==> src/rtl/exec_alu_hilo.sv <==
// rtl/exec_alu_hilo.sv - execute-stage ALU with HI/LO registers and sequential divider
//
// Purpose:
//   Single-cycle combinational ALU for all non-divide operations, plus a
//   32-iteration restoring divider that writes the architectural HI
//   (remainder) and LO (quotient) registers. While a divide is in flight,
//   stall freezes the upstream pipeline.
//
// Optional feature macro: EXEC_DIVU_EN
//   Defined   : div_unsigned=1 at divide start gives an unsigned divide.
//   Undefined : div_unsigned is ignored and every divide is signed.
//
// Ports:
//   clock        in   1  pipeline clock, rising edge
//   reset        in   1  synchronous, active-high
//   valid_in     in   1  EX-stage instruction valid (low = bubble)
//   alu_op       in   4  operation code
//   op_a         in  32  rs operand
//   op_b         in  32  rt operand or extended immediate
//   shamt        in   5  shift amount for sll/sra
//   div_unsigned in   1  DIVU select (EXEC_DIVU_EN builds only)
//   result       out 32  combinational ALU result
//   undef_op     out  1  valid instruction with an undefined opcode
//   stall        out  1  freeze IF/ID/EX pipeline registers
//   hi           out 32  HI register (remainder)
//   lo           out 32  LO register (quotient)
//   div_busy     out  1  divider in the RUN state

module exec_alu_hilo #(
  parameter int DIV_ITERS = 32
) (
  input  logic        clock,
  input  logic        reset,
  input  logic        valid_in,
  input  logic [3:0]  alu_op,
  input  logic [31:0] op_a,
  input  logic [31:0] op_b,
  input  logic [4:0]  shamt,
  input  logic        div_unsigned,
  output logic [31:0] result,
  output logic        undef_op,
  output logic        stall,
  output logic [31:0] hi,
  output logic [31:0] lo,
  output logic        div_busy
);

  localparam logic [3:0] ALU_add     = 4'd0;
  localparam logic [3:0] ALU_sub     = 4'd1;
  localparam logic [3:0] ALU_AND     = 4'd2;
  localparam logic [3:0] ALU_OR      = 4'd3;
  localparam logic [3:0] ALU_slt     = 4'd4;
  localparam logic [3:0] ALU_sll     = 4'd5;
  localparam logic [3:0] ALU_sra     = 4'd6;
  localparam logic [3:0] ALU_slli    = 4'd7;
  localparam logic [3:0] ALU_rs_pass = 4'd8;
  localparam logic [3:0] ALU_div     = 4'd9;
  localparam logic [3:0] ALU_undef   = 4'd15;

  localparam logic [4:0] LAST_CNT = 5'(DIV_ITERS - 1);

  typedef enum logic [1:0] {
    S_IDLE = 2'd0,
    S_RUN  = 2'd1,
    S_DONE = 2'd2
  } state_t;

  state_t      r_state;
  logic [4:0]  r_count;
  logic [31:0] r_hi;
  logic [31:0] r_lo;
  logic        r_busy;
  logic [31:0] r_rem;   // partial remainder
  logic [31:0] r_quo;   // dividend bits shift out the top, quotient bits shift in
  logic [31:0] r_dvs;   // divisor magnitude
  logic        r_qneg;
  logic        r_rneg;

  logic [31:0] w_result;
  logic        w_undef;
  logic        w_start;
  logic        w_uns;
  logic        w_sign_a;
  logic        w_sign_b;
  logic [31:0] w_abs_a;
  logic [31:0] w_abs_b;
  logic [32:0] w_trial;
  logic        w_ge;
  logic [31:0] w_rem_nxt;
  logic [31:0] w_quo_nxt;

  // ---------------------------------------------------------------------
  // Combinational ALU; independent of valid_in
  // ---------------------------------------------------------------------
  always_comb begin
    w_result = 32'd0;
    w_undef  = 1'b0;
    case (alu_op)
      ALU_add:     w_result = op_a + op_b;
      ALU_sub:     w_result = op_a - op_b;
      ALU_AND:     w_result = op_a & op_b;
      ALU_OR:      w_result = op_a | op_b;
      ALU_slt:     w_result = {31'd0, ($signed(op_a) < $signed(op_b))};
      ALU_sll:     w_result = op_b << shamt;
      ALU_sra:     w_result = $signed(op_b) >>> shamt;
      ALU_slli:    w_result = {op_b[15:0], 16'd0};
      ALU_rs_pass: w_result = op_a;
      ALU_div:     w_result = 32'd0;
      ALU_undef:   w_undef  = 1'b1;
      default:     w_undef  = 1'b1;
    endcase
  end

  assign result   = w_result;
  assign undef_op = valid_in & w_undef;

  // ---------------------------------------------------------------------
  // Divider operand preparation
  // ---------------------------------------------------------------------
`ifdef EXEC_DIVU_EN
  assign w_uns = div_unsigned;
`else
  // Signed-only build: the select input is read but has no effect.
  assign w_uns = 1'b0 & div_unsigned;
`endif

  assign w_start  = valid_in && (alu_op == ALU_div);
  assign w_sign_a = ~w_uns & op_a[31];
  assign w_sign_b = ~w_uns & op_b[31];
  assign w_abs_a  = w_sign_a ? (~op_a + 32'd1) : op_a;
  assign w_abs_b  = w_sign_b ? (~op_b + 32'd1) : op_b;

  // One restoring step: remainder never exceeds the divisor, so 33 bits suffice.
  assign w_trial   = {r_rem, r_quo[31]};
  assign w_ge      = (w_trial >= {1'b0, r_dvs});
  assign w_rem_nxt = w_ge ? 32'(w_trial - {1'b0, r_dvs}) : w_trial[31:0];
  assign w_quo_nxt = {r_quo[30:0], w_ge};

  // ---------------------------------------------------------------------
  // Divider FSM and HI/LO
  // ---------------------------------------------------------------------
  always_ff @(posedge clock) begin
    if (reset) begin
      r_state <= S_IDLE;
      r_count <= 5'd0;
      r_hi    <= 32'd0;
      r_lo    <= 32'd0;
      r_busy  <= 1'b0;
      r_rem   <= 32'd0;
      r_quo   <= 32'd0;
      r_dvs   <= 32'd0;
      r_qneg  <= 1'b0;
      r_rneg  <= 1'b0;
    end else begin
      case (r_state)
        S_IDLE: begin
          if (w_start) begin
            if (op_b == 32'd0) begin
              // Divide by zero completes immediately without stalling.
              r_lo <= 32'hFFFF_FFFF;
              r_hi <= op_a;
            end else begin
              r_rem   <= 32'd0;
              r_quo   <= w_abs_a;
              r_dvs   <= w_abs_b;
              r_qneg  <= w_sign_a ^ w_sign_b;
              r_rneg  <= w_sign_a;
              r_count <= 5'd0;
              r_busy  <= 1'b1;
              r_state <= S_RUN;
            end
          end
        end
        S_RUN: begin
          r_rem <= w_rem_nxt;
          r_quo <= w_quo_nxt;
          if (r_count == LAST_CNT) begin
            r_lo    <= r_qneg ? (~w_quo_nxt + 32'd1) : w_quo_nxt;
            r_hi    <= r_rneg ? (~w_rem_nxt + 32'd1) : w_rem_nxt;
            r_busy  <= 1'b0;
            r_state <= S_DONE;
          end else begin
            r_count <= r_count + 5'd1;
          end
        end
        S_DONE: begin
          // The stalled divide is still on the inputs; do not restart it.
          r_state <= S_IDLE;
        end
        default: begin
          r_state <= S_IDLE;
        end
      endcase
    end
  end

  // Stall must rise in the start cycle itself, so it is decoded from the
  // current state and inputs rather than registered.
  assign stall = ~reset &
                 (((r_state == S_IDLE) && w_start && (op_b != 32'd0)) ||
                  (r_state == S_RUN));

  assign hi       = r_hi;
  assign lo       = r_lo;
  assign div_busy = r_busy;

endmodule
==> config.mk <==
export PLATFORM = sky130hd
export DESIGN_NAME = exec_alu_hilo
export DESIGN_NICKNAME = d
export VERILOG_FILES = /design/src/rtl/exec_alu_hilo.sv
export SDC_FILE = /design/constraint.sdc
export NUM_CORES = 1
export LEC_CHECK = 0
export ABC_AREA = 1
export CAP_MARGIN = 20
export CORE_ASPECT_RATIO = 1.4
export CORE_MARGIN = 2
export CORE_UTILIZATION = 40
export DETAILED_ROUTE_END_ITERATION = 7
export DONT_BUFFER_PORTS = 1
export GPL_TIMING_DRIVEN = 0
export REMOVE_ABC_BUFFERS = 1
export SKIP_LAST_GASP = 1
export SLEW_MARGIN = 20
export SYNTH_ARGS = -nofsm -noshare
export SYNTH_HDL_FRONTEND = slang
export SYNTH_SLANG_ARGS = --single-unit
==> constraint.sdc <==
create_clock -name clock -period 8.1 [get_ports clock]
set_clock_uncertainty 0.15 [all_clocks]
set_input_delay 0.81 -clock clock [delete_from_list [all_inputs] [get_ports clock]]
set_output_delay 0.81 -clock clock [all_outputs]
set_load 0.02 [all_outputs]
# ---- Yosys cells after proc, flatten, opt, wreduce, memory -nomap -nowiden
# Cells that the tools add are included.
dict set report totals {
  register_bits 170
  inputBits 77
  output_inout_bits 99
}
dict set report classes {
  n_addsub 8
  n_lt_le_gt_ge 2
  n_eq_ne 16
  shifts 2
  n_mux 33
  bitwise 11
  reduce_logical 16
}
# cell n
set ops {}
lappend ops {{$mux W32} 15}
lappend ops {{$pmux W32 S9} 1}
lappend ops {{$pmux W32 S2} 4}
lappend ops {{$add A32 B1 Y32 const B} 4}
lappend ops {{$not A32 Y32} 4}
lappend ops {{$sub A32 B32 Y32} 2}
lappend ops {{$ge A33 B32 Y1} 1}
lappend ops {{$add A32 B32 Y32} 1}
lappend ops {{$and A32 B32 Y32} 1}
lappend ops {{$logic_not A32 Y1} 1}
lappend ops {{$lt A32 B32 Y1} 1}
lappend ops {{$or A32 B32 Y32} 1}
lappend ops {{$reduce_bool A32 Y1} 1}
lappend ops {{$shl A32 B5 Y32} 1}
lappend ops {{$sshr A32 B5 Y32} 1}
lappend ops {{$eq A4 B3 Y1 const B} 4}
lappend ops {{$mux W5} 3}
lappend ops {{$reduce_and A4 Y1} 3}
lappend ops {{$ne A2 B2 Y1 const B} 5}
lappend ops {{$pmux W5 S2} 1}
lappend ops {{$reduce_or A10 Y1} 1}
lappend ops {{$reduce_and A3 Y1} 3}
lappend ops {{$eq A4 B2 Y1 const B} 2}
lappend ops {{$eq A4 B4 Y1 const B} 2}
lappend ops {{16 further kinds} 25}

# ---- Longest topological paths before layout
# Gate-level depths: netlist (run 1).
dict set report depth {
  depth_word 7
  depth_mapped 30
}

# ---- Worst setup path after synthesis (run 1)
# OpenSTA, ideal clock, no wires.
dict set report synth_path {
  path_kind {input to output}
  from {input op_b[10]}
  to {output result[15]}
  arrival_time_ps 3281
  required_ps 7140
  slack_ps 3859
  path_stages 11
  cell_sequence {clkbuf_1 -> inv_1 -> ha_1 -> clkbuf_1 -> a21oi_1 -> o21ai_0 -> a21oi_1 -> o21ai_1 -> a21oi_1 -> nor2_1 -> o311ai_0}
}
dict set report synth_between {
  elab_chain_len 2
  word_cells_on_any_way 5
  classes_between {2 x add/sub; 2 x shift; 1 x mux}
}
# item line_no
set synth_lines {}
lappend synth_lines {{from (decl)} 37} ;# input logic [31:0] op_b,
lappend synth_lines {{$sub A32 B32 Y32, or another cell as far along} 100} ;# ALU_sub: w_result = op_a - op_b;
lappend synth_lines {{$pmux W32 S9 (*)} 98} ;# case (alu_op)
lappend synth_lines {{to (decl)} 40} ;# output logic [31:0] result,
# Mark *: on every way between the ends. The rest lies on a longest branch, timed or not.

# ---- Final worst setup path (run 1)
dict set report layout_path {
  from {register r_state[0]}
  to {output stall}
}
dict set report layout_between {
  elab_chain_len 5
  word_cells_on_any_way 6
  classes_between {1 x eq/ne; 1 x bitwise; 4 x reduce/logical}
}
# item line_no
set layout_lines {}
lappend layout_lines {{from (decl)} 68} ;# state_t r_state;
lappend layout_lines {{from (signal assigned)} 144} ;# r_state <= S_IDLE;
lappend layout_lines {{from (signal assigned)} 170} ;# r_state <= S_RUN;
lappend layout_lines {{from (signal assigned)} 181} ;# r_state <= S_DONE;
lappend layout_lines {{$logic_not A2 Y1} 200} ;# (((r_state == S_IDLE) && w_start && (op_b != 32'd0)) ||
lappend layout_lines {{$logic_and A1 B1 Y1 (2 in series)} 200}
lappend layout_lines {{$logic_or A1 B1 Y1 (*)} 200}
lappend layout_lines {{$and A1 B1 Y1 (*)} 199} ;# assign stall = ~reset &
lappend layout_lines {{to (decl)} 42} ;# output logic stall,
# Marked as above.

==> results of run 1 <==
how the worst min path moves through the flow:
stage | depth (start not counted) | from | endpoint
after CTS | 1 | reset | r_count[4]$_SDFFE_PP0P_
after detailed placement | 2 | r_count[4]$_SDFFE_PP0P_ | r_count[4]$_SDFFE_PP0P_
final | 1 | reset | hi[29]$_SDFFE_PP0P_
after global placement | 2 | r_count[4]$_SDFFE_PP0P_ | r_count[4]$_SDFFE_PP0P_
after floorplan | 2 | r_dvs[31]$_SDFFE_PP0P_ | r_dvs[31]$_SDFFE_PP0P_
after global routing | 1 | reset | lo[24]$_SDFFE_PP0P_
sequential cells by signal (all words and copies together), names as in the netlist:
register	count
r_qneg	1
r_state	2
hi	32
r_dvs	32
div_busy	1
lo	32
r_count	5
r_rneg	1
r_rem	32
r_quo	32
worst max-delay path: stages (launching register included):
cell,delay [ns]
dfxtp_1,0.32
inv_1,0.10
nor2_4,0.10
buf_12,0.18
buf_16,0.18
buf_16,0.17
clkinv_4,0.27
buf_16,0.27
nor2_1,0.15
inv_1,0.17
nand4_2,0.79
nand2_2,0.53
clkinv_2,0.75
nor2_1,0.62
layer usage:
layer	GRT usage (%)	vias up	routed length, microns
met1	36.9	11300	35700
met5	0	-	13
li1	-	12000	-
met2	64.5	916	48700
met3	5.54	331	5520
met4	31.6	2	10100
through the flow:
| stage | worst slack, ns | setup TNS (ns) | std cells | hold WS (ns) | instance area (sq um) |
|---|---|---|---|---|---|
| floorplan | -1.61 | -96.42 | 3511 | 0.287 | 20200 |
| global placement | -7.21 | -1014.54 | 4167 | 0.307 | 21000 |
| detailed placement | 2.48 | 0 | 4177 | 0.315 | 21300 |
| CTS | 2.08 | 0 | 4208 | 0.255 | 21800 |
| global route | 1.61 | 0 | 4208 | 0.264 | 21800 |
| finish | 1.91 | 0 | 4208 | 0.283 | 21800 |
final cells by class:
cell class	instances	area share, %
Multi-Input combinational cell	2832	68.2
Sequential cell	170	15.6
Inverter	509	8.80
Tap cell	656	3.76
Clock buffer	18	1.97
Timing Repair Buffer	10	1.02
Clock inverter	13	0.608
logic make-up after synthesis:
| group | count (synthesis) | share of synthesized area (%) |
|---|---|---|
| XOR/XNOR | 48 | 2.01 |
| flip-flops | 170 | 16.2 |
| adder cells (fa/ha/maj) | 137 | 8.29 |
| AND/OR/NAND/NOR | 1673 | 34.0 |
| AO/OA/AOI/OAI | 963 | 26.0 |
| buffers and inverters | 696 | 12.9 |
| multiplexers | 11 | 0.526 |
layout by cell type (no fill, tap or decap), types with 10 or more instances in the layout:
cell type    n
ha_1       134
nor3_1      53
o211ai_1    54
o221ai_1    24
nand2_2     26
a31oi_1     51
o21ai_0    322
a21oi_1    370
nand4_1     42
a221oi_1    10
nor2_2      21
or2_2       14
nor2_1     347
a211oi_1    12
dfxtp_1    169
o22ai_1     28
inv_2       20
nand2_1    886
nor4_1      14
o21ai_1     21
nand3_1    228
xor2_1      47
mux2i_1     11
clkbuf_16   17
inv_1      478
==> key figures, run 1 <==
Run status
  • Status: completed

Synthesis
  • Synth unique cells: between 60 and 70
  • List of most frequent post-synthesis cells: nand2_1 (888), inv_1 (483), a21oi_1 (370)
  • Yosys reg bits: 170
  • Synth top area share: 16.2%
  • Yosys warns: 0
  • Dominant cells by area after synthesis: dfxtp_1 (16%), nand2_1 (16%), a21oi_1 (8.8%), inv_1 (8.7%), ha_1 (8.0%)
  • Post-synthesis average cell area: 5.66 sq um
  • Sequential area share after synthesis: 16.2%
  • Post-synth EDFFs: 0
  • Main flop type after synthesis: dfxtp_1
  • Syn Inst Count: 3,698
  • Asr flop ratio synth: 0%
  • Post-synth top area cell: dfxtp_1
  • Synth Cell Area: approximately 21,000 sq um
  • Most frequent cell after synthesis: nand2_1

STA
  • Tcrit/Tclk final: 76.5%
  • Slew Limit Fails: 0
  • Rel. slew slack: 18.1%
  • Final min period: 6.19 ns
  • Setup Viol. Count Final: 0
  • Actual slew at the worst max-slew pin: 1.21 ns
  • Final hold viol count: 0
  • Max Clk Rate: roughly 160 MHz
  • Unrepaired setup endpoints after global routing: false

Setup path
  • FF-to-FF path depth: 22
  • R2r setup slk: 2.55 ns
  • Crit Reg-Reg Startpoint: r_dvs[14]$_SDFFE_PP0P_
  • Critical path data required time: 7.14 ns
  • CP arrival: between 5 and 6 ns
  • Setup crit end: stall
  • Setup crit start: r_state[0]$_SDFFE_PP0P_
  • Crit-path max FO: 60
  • Setup CP Type: reg -> out
  • CP Capture Type: primary output
  • CP Launch Type: register
  • Capturing point of the worst reg2reg path: lo[26]$_SDFFE_PP0P_

Placement
  • Final Wtd Congestion: 1.05
  • Post-DP HPWL: a little over 80,000 microns
  • IO buf count: 0

Global routing
  • Gr usage total: 36.2%
  • Initial antenna violation count: 1
  • Vias in the first global route: 23,900
  • Largest net degree at the start of global routing: 83
  • First-pass GRT wire length: 147,000 microns
  • Total gr overflow: 0

Clock tree
  • Root Driver: clkbuf_16
  • Bufs on Longest Clock Path: 2
  • Clock-pin slew on the worst setup and hold paths: 0.08 ns
  • Clock Latency Late Sink: 0.46 ns
  • Post_cts resized: 0
  • Clock buffer count from CTS: 17
  • H-tree depth: 4
  • CTS tree: done
  • Quantity of hold-fixing buffers added after cts: 0
  • Clock net sink count: 170
  • Setup bufs post-CTS: 0

Cells and area
  • Area of the multi-input gates: 14,900 sq um
  • Fraction of layout cells with a size suffix above 1: 4.31%
  • Ant. Diodes: 0
  • Nets: 3,754
  • Util after Layout: 42.0%
  • Fill cells: 5,940
  • Area growth from synthesis to layout: 4.16%
  • Reg area: 3400 sq um

Floorplan
  • Die height: 275 microns
  • Die footprint: 54,200 sq um
  • DIE WIDTH: about 200 microns
  • # rows: 99
  • Initial core utilization: 40.4%
  • Ports: 176
  • Core area: 51,900 sq um

Worst hold path
  • Hold Path Class: in -> reg

Route
  • Initial drt markers: 1,929
  • Via count: 24,500
  • Routed WL: 100,000 microns
  • Antenna viol nets, final: 0
  • Routed WL per cell: 23.8 microns
  • Drt first pass iters: 6
  • Vias per inst: between 5 and 6
  • # DRC: 0

Run
  • Max Cap Viol: 0
Power of run 1 is left out: the tool's default activity adds up to more than one toggle a clock period on the data nets, which glitch-free logic cannot reach.
==> run 2: changes to the inputs <==
Clock period 8.1 ns to 6.3 ns, I/O delays scaled along.
==> run 2 against run 1 <==
- setup slack worse by 1.1 ns
- first-iteration DRC count is 1.2% higher
- flip-flop and latch count stayed put
- largest cell class unchanged
- clock-buffer cell count stayed put
- global-route usage stayed put
- sequential share of layout area hardly changed
- critical path depth is 9 higher
- via count hardly changed
- non-clock buffer count stayed put
==> key figures, run 2 (same netlist as run 1, synthesis figures left out) <==
Run status
  • Status: completed

Floorplan
  • # rows: 99
  • Initial core utilization: between 40% and 50%
  • Ports: 176
  • Die height: between 200 and 300 microns
  • Core area: 51,900 sq um
  • DIE WIDTH: 197 microns
  • Die footprint: ~54,000 sq um

Clock tree
  • Setup bufs post-CTS: 0
  • Quantity of hold-fixing buffers added after cts: 0
  • Root Driver: clkbuf_16
  • Clock-pin slew on the worst setup and hold paths: 0.07 ns
  • Bufs on Longest Clock Path: 2
  • Clock Latency Late Sink: 0.46 ns
  • H-tree depth: 4
  • Clock buffer count from CTS: 17
  • CTS tree: done
  • Clock net sink count: 170

STA
  • Final min period: 5.54 ns
  • Worst hold slack: just over 0.1 ns
  • Actual slew at the worst max-slew pin: between 1 and 1.5 ns
  • Max Clk Rate: between 150 and 200 MHz
  • Unrepaired setup endpoints after global routing: false
  • Setup Viol. Count Final: 0
  • Slew Limit Fails: 0
  • Rel. slew slack: 17.9%
  • Tcrit/Tclk final: 87.9%
  • Total negative slack: 0 ns
  • PnR worst setup slack: 0.764 ns
  • Final hold viol count: 0

Setup path
  • Crit path cell chain: inv_1, ha_1, nand2_1, nor2_1, nand2_1, nor2_2, nand2_1, nand2_2, nor2_8, nand2_4, inv_2, ha_1, inv_1, nor3_1, nand3_1, nor3_1, nand2_1, or2_2, o21ai_1, o211ai_1, o31ai_1, a21oi_1
  • Cell mode on critical path: nand2_1
  • CP max-delay cell: inv_2
  • Critical path data required time: ~6.5 ns
  • Setup CP Type: reg -> reg
  • CP Buf/Inv Count: 3
  • Max stage delay on crit path: ~0.46 ns
  • Crit-path max FO: 47
  • Crit path max-delay family: simple AND/OR/NAND/NOR gates
  • CP Capture Type: register
  • CP Launch Type: register
  • CP arrival: 5.71 ns

Global routing
  • First-pass GRT wire length: 147,000 microns
  • Vias in the first global route: between 20,000 and 25,000
  • Initial antenna violation count: 1
  • Largest net degree at the start of global routing: 83
  • Total gr overflow: 0
  • Gr usage total: 36.2%

Cells and area
  • Nets: 3,754
  • Fraction of layout cells with a size suffix above 1: 4.31%
  • Final Cell Area: between 20,000 and 25,000 sq um
  • Area growth from synthesis to layout: 4.16%
  • Most common cell after layout, fill and taps aside: nand2_1
  • Leading cell types in the layout, fill and taps excluded: nand2_1 (886), inv_1 (478), a21oi_1 (370)
  • Ant. Diodes: 0

Worst hold path
  • Hold Path Class: in -> reg

Route
  • Via count: 24,500
  • Drt first pass iters: 5
  • Vias per inst: 5.82
  • Antenna viol nets, final: 0
  • Routed WL: 100,000 microns
  • # DRC: 0
  • Routed WL per cell: 23.8 microns
  • Initial drt markers: just under 2,000

Placement
  • IO buf count: 0
  • Setup WS pre-CTS: 0.873 ns
  • DP Area: 21,300 sq um
  • Final Wtd Congestion: roughly 1.1
  • Post-DP HPWL: 80,400 microns

Run
  • Max Cap Viol: 0
[run 2: metrics by stage]
stage / util, % / std cells
after floorplan: - / 3511
after global placement: 40.4 / 4167
after detailed placement: 41.0 / 4177
after CTS: 42.0 / 4208
after global routing: 42.0 / 4208
final: 42.0 / 4208
[run 2: worst paths after layout]
kind | start | to | slack (ns) | cells after the start
setup / recovery | r_dvs[14]$_SDFFE_PP0P_ | lo[26]$_SDFFE_PP0P_ | 0.76 | 22
hold reg to reg | r_count[4]$_SDFFE_PP0P_ | r_count[4]$_SDFFE_PP0P_ | 0.33 | 2
setup reg to reg | r_dvs[14]$_SDFFE_PP0P_ | lo[26]$_SDFFE_PP0P_ | 0.76 | 22
hold / removal | reset | hi[29]$_SDFFE_PP0P_ | 0.10 | 1
[run 2: area by class of cell]
cell class,instances,area (sq um)
clock buffer,18,429
clock inverter,13,133
fill,5941,30100
inverter,509,1920
multi-input combinational,2832,14900
sequential,170,3400
tap,656,821
timing repair buffer,10,221
[run 2: timing repair]
action | in CTS | in global routing
endpoints found under the hold margin | 0 | 0
endpoints found under the setup margin | 0 | 1
gates resized for setup | 0 | 1
[run 2: routing by layer]
| layer | global-route usage (%) | wire length (microns) |
|---|---|---|
| met4 | 31.6 | 9950 |
| met5 | 0 | 13 |
| met3 | 5.54 | 5490 |
| met2 | 64.5 | 48800 |
| met1 | 36.9 | 35700 |
Power of run 2 is left out for the same reason.
==> run 3: changes to the inputs <==
Settings changed: CORE_ASPECT_RATIO 1.4 to 0.6.
==> run 3 against run 2 <==
- final area is 0.60% higher
- core utilization up 0.72 points
- clock-buffer cell count grew 1
- non-clock buffer count increased by 2
- sequential share of layout area decreased by 0.093 points
- die area about the same
- register-to-register slack worse by 0.32 ns
- critical path type unchanged
- highest routed layer unchanged
==> key figures, run 3 (same netlist as run 1, synthesis figures left out) <==
Route
  • Antenna viol nets, final: 0
  • Via count: 25,600
  • Vias per inst: ~6.0
  • DR top layer: met5
  • Routed WL per cell: 24.1 microns
  • Initial drt markers: ~4,300
  • Routed WL: 102,000 microns
  • # DRC: 0
  • Met2 Wirelength: 34,000 microns
  • Drt first pass iters: 6
  • Metal-1 WL: ~49,000 microns
  • Metal3 WL: 18,500 microns

Floorplan
  • Die height: 181 microns
  • Die footprint: 54,300 sq um
  • Ports: about 180
  • Initial core utilization: between 40% and 50%
  • DIE WIDTH: 299 microns
  • # rows: 64
  • Core area: 51,300 sq um

Cells and area
  • Most common cell after layout, fill and taps aside: nand2_1
  • Fraction of layout cells with a size suffix above 1: between 4 and 5%
  • Final Cell Area: about 22,000 sq um
  • Nets: 3,756
  • Fill cells: 5,745
  • Util after Layout: 42.8%
  • Area growth from synthesis to layout: 4.79%
  • Leading cell types in the layout, fill and taps excluded: nand2_1 (887), inv_1 (478), a21oi_1 (370)
  • Fin cells: 4,249

STA
  • Setup Viol. Count Final: 0
  • Slew Limit Fails: 0
  • Final hold viol count: 0
  • Worst hold slack: 0.0862 ns
  • Max Clk Rate: 171 MHz
  • Final min period: 5.85 ns
  • Rel. slew slack: 14.5%
  • Unrepaired setup endpoints after global routing: false
  • Tcrit/Tclk final: 92.9%
  • Actual slew at the worst max-slew pin: 1.27 ns

Clock tree
  • Bufs on Longest Clock Path: 2
  • H-tree depth: 4
  • Clock net sink count: 170
  • Clock Latency Late Sink: 0.46 ns
  • Clock-pin slew on the worst setup and hold paths: 0.08 ns
  • CTS tree: done
  • Quantity of hold-fixing buffers added after cts: 0
  • Clock buffer count from CTS: 17
  • Root Driver: clkbuf_16
  • Setup bufs post-CTS: 0
  • Post_cts resized: 0

Setup path
  • Crit-path max FO: 47
  • CP Capture Type: register
  • Setup CP Type: reg -> reg
  • Crit path cell chain: inv_1, ha_1, inv_1, nor2_1, nand3_1, nor2_1, nand2_1, nand2_2, nor2_8, nand2_4, inv_2, ha_1, inv_1, nor3_1, nand3_1, nor3_1, nand2_1, or2_2, o21ai_1, o211ai_1, nor2_1, o21ai_0, o21ai_1, inv_1
  • CP Launch Type: register
  • CP max-delay cell: dfxtp_1
  • FF-to-FF path depth: 24
  • Critical path data required time: 6.51 ns
  • CP arrival: 6.06 ns
  • Cell mode on critical path: inv_1
  • Max stage delay on crit path: 0.53 ns

Placement
  • Dpl cells: around 4,200
  • Post-DP HPWL: 82,700 microns
  • DP Area: 21,300 sq um
  • IO buf count: 0
  • Final Wtd Congestion: about 1.1

Global routing
  • Total gr overflow: 0
  • Initial antenna violation count: 2
  • Vias in the first global route: between 20,000 and 25,000
  • Gr usage total: 36.2%
  • Largest net degree at the start of global routing: 92
  • First-pass GRT wire length: 147,000 microns

Worst hold path
  • Min-Delay Path Depth: 1
  • Hold Path Class: in -> reg

Run
  • Max Cap Viol: 0

Run status
  • Status: completed
==> run 3: changes by cell type in the layout (fill, tap and decap cells not counted), moves of 2 or more <==
cell and delta:
o21ai_1 +5, buf_12 +3, clkinv_2 -2, o21ai_0 -5
buf_16 -3, bufinv_16 +3, inv_6 -4
==> run 3: worst paths after layout <==
path,startpoint,endpoint,slack [ns]
max,r_quo[31]$_SDFFE_PP0P_,lo[30]$_SDFFE_PP0P_,0.45
min,reset,lo[26]$_SDFFE_PP0P_,0.09
max reg2reg,r_quo[31]$_SDFFE_PP0P_,lo[30]$_SDFFE_PP0P_,0.45
min reg2reg,r_count[4]$_SDFFE_PP0P_,r_count[4]$_SDFFE_PP0P_,0.32
==> run 3: cell type report <==
type / instances / area (sq um) / area share, %
antenna: 1 / 2.50 / 0.0114
clock inverter: 13 / 213 / 0.969
tap: 693 / 867 / 3.95
clock buffer: 19 / 433 / 1.97
sequential: 170 / 3400 / 15.5
inverter: 509 / 1920 / 8.77
timing repair buffer: 12 / 225 / 1.03
multi-input combinational: 2832 / 14900 / 67.8
==> run 3: per-stage QoR <==
step | worst slack, ns | setup TNS (ns)
floorplan | -3.23 | -398.66
global placement | -9.55 | -1434.52
detailed placement | 0.759 | 0
CTS | 0.720 | 0
global route | 0.109 | 0
finish | 0.448 | 0
==> run 3: metal layers <==
metal	vias to the layer above	global-route usage, %
met3	90	17.9
met1	11800	57.4
met5	-	0
met4	2	4.22
met2	1787	41.9
li1	12000	-
==> run 3: critical path, delay by kind of cell (launching register included) <==
family	cells	cell delay, ns
simple gates	13	2.85
compound gates	4	0.87
buf+inv	5	0.76
fa+ha+maj	2	0.56
flops	1	0.53
Power of run 3 is left out for the same reason.
